File: src/rtl/apb_master_port_pkg.sv
// Shared definitions for the APB master port: state encoding, default bus
// geometry and the one-hot select check.
package apb_master_port_pkg;

  localparam int APB_WIDTH  = 32;
  localparam int APB_SLAVES = 3;
  localparam int SEL_MAX_W  = 32;

  typedef enum logic [1:0] {
    IDLE   = 2'b00,
    SETUP  = 2'b01,
    ACCESS = 2'b10
  } apb_state_e;

  // Selects narrower than SEL_MAX_W are zero-extended by the caller.
  function automatic logic is_onehot(input logic [SEL_MAX_W-1:0] v);
    return (v != '0) && ((v & (v - SEL_MAX_W'(1))) == '0);
  endfunction

endpackage

File: src/rtl/apb_slave_mux.sv
// Return-path mux: picks Prdata/Pready/Pslverr of the slave named by a
// one-hot select using an AND-OR tree.
module apb_slave_mux
  import apb_master_port_pkg::*;
#(
  parameter int WIDTH  = APB_WIDTH,
  parameter int SLAVES = APB_SLAVES
) (
  input  logic [SLAVES-1:0]       sel,
  input  logic [SLAVES*WIDTH-1:0] prdata,
  input  logic [SLAVES-1:0]       pready,
  input  logic [SLAVES-1:0]       pslverr,
  output logic [WIDTH-1:0]        rdata,
  output logic                    ready,
  output logic                    slverr
);

  always_comb begin
    rdata  = '0;
    ready  = 1'b0;
    slverr = 1'b0;
    for (int i = 0; i < SLAVES; i++) begin
      rdata  = rdata | (prdata[i*WIDTH +: WIDTH] & {WIDTH{sel[i]}});
      ready  = ready | (pready[i] & sel[i]);
      slverr = slverr | (pslverr[i] & sel[i]);
    end
  end

endmodule

File: src/rtl/apb_master_port.sv
// Sequenced APB master for the AHB-to-APB bridge: one request at a time,
// registered SETUP/ACCESS phases, wait-state timeout and illegal-select reject.
module apb_master_port
  import apb_master_port_pkg::*;
#(
  parameter int WIDTH   = APB_WIDTH,
  parameter int SLAVES  = APB_SLAVES,
  parameter int TIMEOUT = 16
) (
  input  logic                    Hclk,
  input  logic                    Hresetn,
  input  logic                    req_valid,
  output logic                    req_ready,
  input  logic [WIDTH-1:0]        req_addr,
  input  logic                    req_write,
  input  logic [WIDTH-1:0]        req_wdata,
  input  logic [SLAVES-1:0]       req_sel,
  output logic                    rsp_valid,
  output logic [WIDTH-1:0]        rsp_rdata,
  output logic                    rsp_err,
  output logic                    rsp_timeout,
  output logic [WIDTH-1:0]        Paddr,
  output logic                    Pwrite,
  output logic                    Penable,
  output logic [WIDTH-1:0]        Pwdata,
  output logic [SLAVES-1:0]       Pselx,
  input  logic [SLAVES*WIDTH-1:0] Prdata,
  input  logic [SLAVES-1:0]       Pready,
  input  logic [SLAVES-1:0]       Pslverr
);

  localparam int CNT_W = (TIMEOUT > 0) ? $clog2(TIMEOUT + 1) : 1;
  localparam logic [CNT_W-1:0] CNT_LAST = CNT_W'((TIMEOUT > 0) ? TIMEOUT - 1 : 0);

  apb_state_e        state;
  logic [CNT_W-1:0]  wait_cnt;
  logic [WIDTH-1:0]  sel_rdata;
  logic              sel_ready;
  logic              sel_slverr;
  logic              req_fire;
  logic              req_legal;

  // Pselx doubles as the latched select: it holds the request's sel
  // for the whole SETUP/ACCESS span, which is the only time it is consulted.
  apb_slave_mux #(
    .WIDTH  (WIDTH),
    .SLAVES (SLAVES)
  ) u_slave_mux (
    .sel     (Pselx),
    .prdata  (Prdata),
    .pready  (Pready),
    .pslverr (Pslverr),
    .rdata   (sel_rdata),
    .ready   (sel_ready),
    .slverr  (sel_slverr)
  );

  assign req_fire  = req_valid && req_ready;
  assign req_legal = is_onehot(SEL_MAX_W'(req_sel));

  always_ff @(posedge Hclk) begin
    if (!Hresetn) begin
      state       <= IDLE;
      wait_cnt    <= '0;
      req_ready   <= 1'b1;
      rsp_valid   <= 1'b0;
      rsp_rdata   <= '0;
      rsp_err     <= 1'b0;
      rsp_timeout <= 1'b0;
      Paddr       <= '0;
      Pwrite      <= 1'b0;
      Penable     <= 1'b0;
      Pwdata      <= '0;
      Pselx       <= '0;
    end else begin
      rsp_valid   <= 1'b0;
      rsp_rdata   <= '0;
      rsp_err     <= 1'b0;
      rsp_timeout <= 1'b0;
      case (state)
        IDLE: begin
          req_ready <= 1'b1;
          if (req_fire) begin
            req_ready <= 1'b0;
            if (req_legal) begin
              Paddr   <= req_addr;
              Pwrite  <= req_write;
              Pwdata  <= req_wdata;
              Pselx   <= req_sel;
              Penable <= 1'b0;
              state   <= SETUP;
            end else begin
              rsp_valid <= 1'b1;
              rsp_err   <= 1'b1;
            end
          end
        end
        SETUP: begin
          Penable  <= 1'b1;
          wait_cnt <= '0;
          state    <= ACCESS;
        end
        ACCESS: begin
          // A ready in the last counted cycle completes rather than times out.
          if (sel_ready) begin
            Pselx     <= '0;
            Penable   <= 1'b0;
            rsp_valid <= 1'b1;
            rsp_err   <= sel_slverr;
            rsp_rdata <= (!Pwrite && !sel_slverr) ? sel_rdata : '0;
            req_ready <= 1'b1;
            state     <= IDLE;
          end else if ((TIMEOUT != 0) && (wait_cnt == CNT_LAST)) begin
            Pselx       <= '0;
            Penable     <= 1'b0;
            rsp_valid   <= 1'b1;
            rsp_err     <= 1'b1;
            rsp_timeout <= 1'b1;
            req_ready   <= 1'b1;
            state       <= IDLE;
          end else if (TIMEOUT != 0) begin
            wait_cnt <= wait_cnt + 1'b1;
          end
        end
        default: begin
          state     <= IDLE;
          req_ready <= 1'b1;
          Pselx     <= '0;
          Penable   <= 1'b0;
        end
      endcase
    end
  end

endmodule

File: config.mk
export PLATFORM = sky130hd
export DESIGN_NAME = apb_master_port
export DESIGN_NICKNAME = d
export VERILOG_FILES = /design/src/rtl/apb_master_port_pkg.sv /design/src/rtl/apb_slave_mux.sv /design/src/rtl/apb_master_port.sv
export SDC_FILE = /design/constraint.sdc
export NUM_CORES = 1
export LEC_CHECK = 0
export CORE_ASPECT_RATIO = 0.5
export CORE_MARGIN = 2
export CORE_UTILIZATION = 38
export DETAILED_ROUTE_END_ITERATION = 10
export PLACE_DENSITY = 0.86
export REMOVE_ABC_BUFFERS = 1
export SYNTH_ARGS = -nofsm -noshare
export SYNTH_HDL_FRONTEND = slang
export SYNTH_SLANG_ARGS = --single-unit
File: constraint.sdc
create_clock -name Hclk -period 4.6 [get_ports Hclk]
set_clock_uncertainty 0.1 [all_clocks]
set_input_delay 1.15 -clock Hclk [delete_from_list [all_inputs] [get_ports Hclk]]
set_output_delay 1.15 -clock Hclk [all_outputs]
set_load 0.03 [all_outputs]
== After elaboration in Yosys (flattened, before gate mapping) ==
Cells that the tools add are included.

* Logic and storage cells: 86
* Register bits: 112
* Bits of input ports: 173
* Output and inout port bits: 105

* Reductions and logical operators: 16
* Mux-type cells: 29
* Equal/unequal tests: 8
* $add $sub $neg: 2
* Bitwise logic cells: 19

{| class="wikitable"
|+ Operators with widths
! operator !! number
|-
| 32-bit bitwise AND || 3
|-
| 32-bit OR || 2
|-
| 3-bit by 32-bit bitwise AND with 32-bit output || 1
|-
| 32-bit logical NOT || 1
|-
| 1-bit two-way mux || 12
|-
| 3-bit two-way mux || 4
|-
| 5-bit two-way mux || 2
|-
| 5-bit one-hot mux with 2 select lines || 1
|-
| 3-bit one-hot mux with 3 select lines || 1
|-
| 3-bit AND reduction || 3
|-
| 2-bit two-way mux || 4
|-
| 2-bit inequality test, second input constant || 4
|-
| 4-bit AND reduction || 2
|-
| 1-bit bitwise AND || 6
|-
| 1-bit one-hot mux with 3 select lines || 2
|-
| 2-bit one-hot mux with 3 select lines || 1
|-
| 5-bit by 1-bit adder with 5-bit output, second input constant || 1
|-
| 5-bit by 4-bit equality test with 1-bit output, second input constant || 1
|-
| 1-bit OR || 4
|-
| 1-bit one-hot mux with 2 select lines || 2
|-
| 3-bit by 1-bit subtractor with 4-bit output, second input constant || 1
|-
| 1-bit logical AND || 3
|-
| 3-bit inequality test, second input constant || 1
|-
| 1-bit inverter || 3
|-
| 8 further kinds || 9
|}

== Depth between registers and ports, before layout ==
* Depth in word-level cells: 7
* Gate-level depth with buffers: 7

== Cells and area by module ==
From an unflattened synthesis, not the netlist that was laid out.

* Cell total of the unflattened synthesis: 504
* Area, all modules: 4360.4 sq um

{| class="wikitable"
|+ By module, submodules not included
! module !! area each (sq um) !! sequential area each (sq um) !! cells an instance !! times used
|-
| apb_master_port || 3782.4 || 2222.1 || 424 || 1
|-
| apb_slave_mux || 578.1 || 0.0 || 80 || 1
|}

== Worst setup path before layout ==
Ideal clock, no wire load.

* Kind: input port to flip-flop
* Start point: input port Pready[0]
* End point: register wait_cnt[3]
* Cell stages on the path: 4
* Buffers on the path: 0
* Data required time: 4426 ps
* Setup slack: 1676 ps
* Data arrival time: 2750 ps
* Path through: a222oi_1 -> or3b_1 -> or4_1 -> a31oi_1

* Cells in the longest elaborated chain, start to end: 5

{| class="wikitable"
|+ RTL lines
! what !! line !! text
|-
| from (decl) || apb_master_port.sv:28 || <nowiki>input logic [SLAVES-1:0] Pready,</nowiki>
|-
| 1-bit bitwise AND || apb_slave_mux.sv:24 || <nowiki>ready = ready | (pready[i] & sel[i]);</nowiki>
|-
| 1-bit OR (2 in a row) || apb_slave_mux.sv:24 ||
|-
| 2-bit inequality test (no source line) || n/a ||
|-
| 3-bit AND reduction (no source line) || n/a ||
|-
| to (signal assigned) || apb_master_port.sv:122 || <nowiki>wait_cnt <= wait_cnt + 1'b1;</nowiki>
|-
| to (decl) || apb_master_port.sv:36 || <nowiki>logic [CNT_W-1:0] wait_cnt;</nowiki>
|}

No other way between the ends.
A chain may end at the register's enable or synchronous reset.

== Worst setup path in the final report ==
* Start point: register Pselx[0]
* End point: output port Pselx[0]

{| class="wikitable"
|+ RTL lines
! what !! line !! text
|-
| from (decl) || apb_master_port.sv:26 || <nowiki>output logic [SLAVES-1:0] Pselx,</nowiki>
|-
| from (signal assigned) || apb_master_port.sv:89 || <nowiki>Pselx <= req_sel;</nowiki>
|}

No word-level cell between the ends.

==> insert_results.sql <==
INSERT INTO impl_metrics (metric_group, metric, value, unit) VALUES
('status', 'status', 'complete, but fails checks', ''),
('status', 'failed_checks', 'design-rule violations', ''),
('clocking', 'postCtsResizedCells', '0', ''),
('global_routing', 'grt_pass1_wl', '21200', 'µm'),
('synthesis', 'synth.avg_cell_area', '8.50', 'µm²'),
('setup_path', 'timing.critical_path.buf_inv', '2', ''),
('clocking', 'clk_sink_count', '111', ''),
('floorplanning', 'die_area', '11600', 'µm²'),
('synthesis', 'synth-seq-cells', '111', ''),
('flow_run', 'cap_violations', '0', ''),
('floorplanning', 'start_util', '39.4', '%'),
('timing', 'setup_viol', '0', ''),
('pwr', 'peakVddDrop', '0.000261', 'V'),
('synthesis', 'seq_area_frac_synth', '54.7', '%'),
('floorplanning', 'rows', '26', ''),
('timing', 'unrepaired_setup_endpoints_after_global_routing', 'false', ''),
('setup_path', 'start_kind', 'flop', ''),
('setup_path', 'crit_arrival', '1.95', 'ns'),
('timing', 'hold_viol_final', '0', ''),
('placed_design', 'dpl_hpwl', '10500', 'µm'),
('clocking', 'maximum_level_of_the_cts_h_tree', '3', ''),
('clocking', 'ctsLongestPathBuffers', '2', ''),
('floorplanning', 'ios', '278', ''),
('global_routing', 'grt_usage', '23.3', '%'),
('drt', 'detail_route.iter0.violations', '396', ''),
('synthesis', 'synth_cell_types', '38', ''),
('clocking', 'post_cts.repair.setup_buffers', '0', ''),
('timing', 'fmaxAchievable', '312', 'MHz'),
('setup_path', 'cpMaxStageDelayCell', 'sky130_fd_sc_hd__clkdlybuf4s50_1', ''),
('clocking', 'cts_hold_repair.buffers', '0', ''),
('clocking', 'clock_pin_slew_reported_for_the_worst_setup_and_hold_paths_after_clock_tree_synthesis', '0.06', 'ns'),
('setup_path', 'path_delay_family', 'buffers and inverters', ''),
('final_layout', 'area_growth_syn_to_layout', '76.8', '%'),
('drt', 'drt_drc_violations_left', '2', ''),
('clocking', 'clock_tree_from_tritoncts', 'built', ''),
('drt', 'ant_nets', '0', ''),
('timing', 'max_slew_margin', '48.4', '%'),
('synthesis', 'ys_dominant_reg_cell', 'sky130_fd_sc_hd__dfxtp_1', ''),
('synthesis', 'synthArstFlopShare', '0', '%'),
('setup_path', 'crit_chain', 'buf_4 -> clkdlybuf4s50_1', ''),
('final_layout', 'layout.nets', '909', ''),
('global_routing', 'grt_start_max_net_pins', '71', ''),
('timing', 'finalHoldWorstSlack', '0.352', 'ns'),
('synthesis', 'synth.area.top_cells', 'sky130_fd_sc_hd__dfxtp_1 55%, sky130_fd_sc_hd__nand2_1 13%, sky130_fd_sc_hd__a21oi_1 8.3%', ''),
('final_layout', 'layout.cell_area.non_filler', '7180', 'µm²'),
('setup_path', 'worst-setup-path-type', 'flop to output pin', ''),
('final_layout', 'finish.utilization', '69.7', '%'),
('setup_path', 'timing.critical_path.to_type', 'output pin', ''),
('placed_design', 'finalWeightedCongestion', '0.844', ''),
('timing', 'finalSetupTns', '0', 'ns'),
('global_routing', 'vias_in_the_first_global_route', '4143', ''),
('timing', 'final.min_clock_period', '3.20', 'ns'),
('timing', 'tightest_slew', '0.773', 'ns'),
('floorplanning', 'die_w', '150', 'µm'),
('pwr', 'cellLeakagePower', '2.50', 'nW'),
('drt', 'via_per_inst', '5.10', ''),
('timing', 'period_share', '69.6', '%'),
('drt', 'avgRoutedWirePerCell', '16.2', 'µm'),
('drt', 'drt_pass1_iterations', '11', ''),
('placed_design', 'buffer_ports.inserted', '277', ''),
('global_routing', 'antenna_violations_before_repair', '0', ''),
('final_layout', 'layout-drive-gt1-share', '3.12', '%'),
('placed_design', 'post_detailed_placement_cell_area', '6920', 'µm²'),
('worst_hold_path', 'min_path_type', 'flop to flop', ''),
('synthesis', 'synth_largest_type_area_fraction', '54.7', '%'),
('drt', 'wirelength', '14200', 'µm'),
('clocking', 'clock-root-buffer', 'sky130_fd_sc_hd__clkbuf_16', ''),
('timing', 'maxSlewViolCount', '0', ''),
('synthesis', 'synth-edff-count', '0', ''),
('floorplanning', 'design.core.area', '10300', 'µm²'),
('final_layout', 'insertedDiodeCount', '0', '');
where the power goes:
group / internal [mW] / total [mW] / switching, mW
clock network: 0.379 / 0.705 / 0.327
logic: 0.240 / 0.452 / 0.212
registers: 0.999 / 1.02 / 0.0248
sequential cells by signal (all words and copies together), names as in the netlist:
name and flops:
rsp_rdata 32, wait_cnt 5, Paddr 32, req_ready 1
Pwrite 1, Pwdata 32, state 1, Pselx 3
rsp_valid 1, rsp_err 1, Penable 1, rsp_timeout 1
final cells by class:
type / count / area (µm²)
clock buffer: 12 / 246
clock inverter: 3 / 20.0
fill: 805 / 3130
inverter: 5 / 18.8
multi-input combinational: 322 / 1660
sequential: 111 / 2220
tap: 140 / 175
timing repair buffer: 285 / 2850
worst min-delay path: stages (launching register included):
cell and delay (ns):
sky130_fd_sc_hd__dfxtp_1 0.31, sky130_fd_sc_hd__nand2_1 0.05, sky130_fd_sc_hd__a21oi_1 0.05
metrics by stage:
stage	power (mW)	worst slack (ns)	std cells
finish	2.18	1.40	878
global route	2.27	1.35	878
global placement	1.49	1.37	863
CTS	2.20	1.41	878
detailed placement	1.50	1.36	863
floorplan	1.23	0.183	438
layer usage:
metal | vias to the layer above | global-route usage, % | share of wire (%)
li1 | 2173 | - | -
met1 | 2093 | 26.7 | 38
met2 | 168 | 40.3 | 50
met3 | 41 | 7.02 | 8.1
met4 | 0 | 10.6 | 4.0
met5 | - | 0 | 0
kinds of logic (layout without fill, tap and decap cells):
logic type / after synthesis / count (layout) / synth area share (%)
adders and majority gates: 2 / 2 / 0.616
AOI/OAI and AO/OA: 120 / 120 / 19.8
buffers and inverters: 45 / 305 / 4.53
and+or+nand+nor: 199 / 199 / 20.1
DFF: 111 / 111 / 54.7
xor gates and xnor gates: 1 / 1 / 0.216
cell usage after synthesis, drive strengths merged (2+ instances only):
library cell,number
nand2,141
dfxtp,111
a21oi,67
clkbuf,37
nor2,35
a222oi,33
inv,5
nand3,5
o21ai,5
nand3b,4
nor2b,4
buf,3
o22ai,3
a21o,2
ha,2
or4,2
worst paths after layout:
path	start	to	slack [ns]	depth (start not counted)
setup / recovery	Pselx[0]$_SDFFE_PN0P_	Pselx[0]	1.40	2
hold / removal	Paddr[31]$_SDFFE_PN0P_	Paddr[31]$_SDFFE_PN0P_	0.35	2
setup reg to reg	Pselx[1]$_SDFFE_PN0P_	wait_cnt[3]$_SDFFE_PN0P_	2.42	5
hold reg to reg	Paddr[31]$_SDFFE_PN0P_	Paddr[31]$_SDFFE_PN0P_	0.35	2
Note: power is estimated with default switching activity, not from simulation.
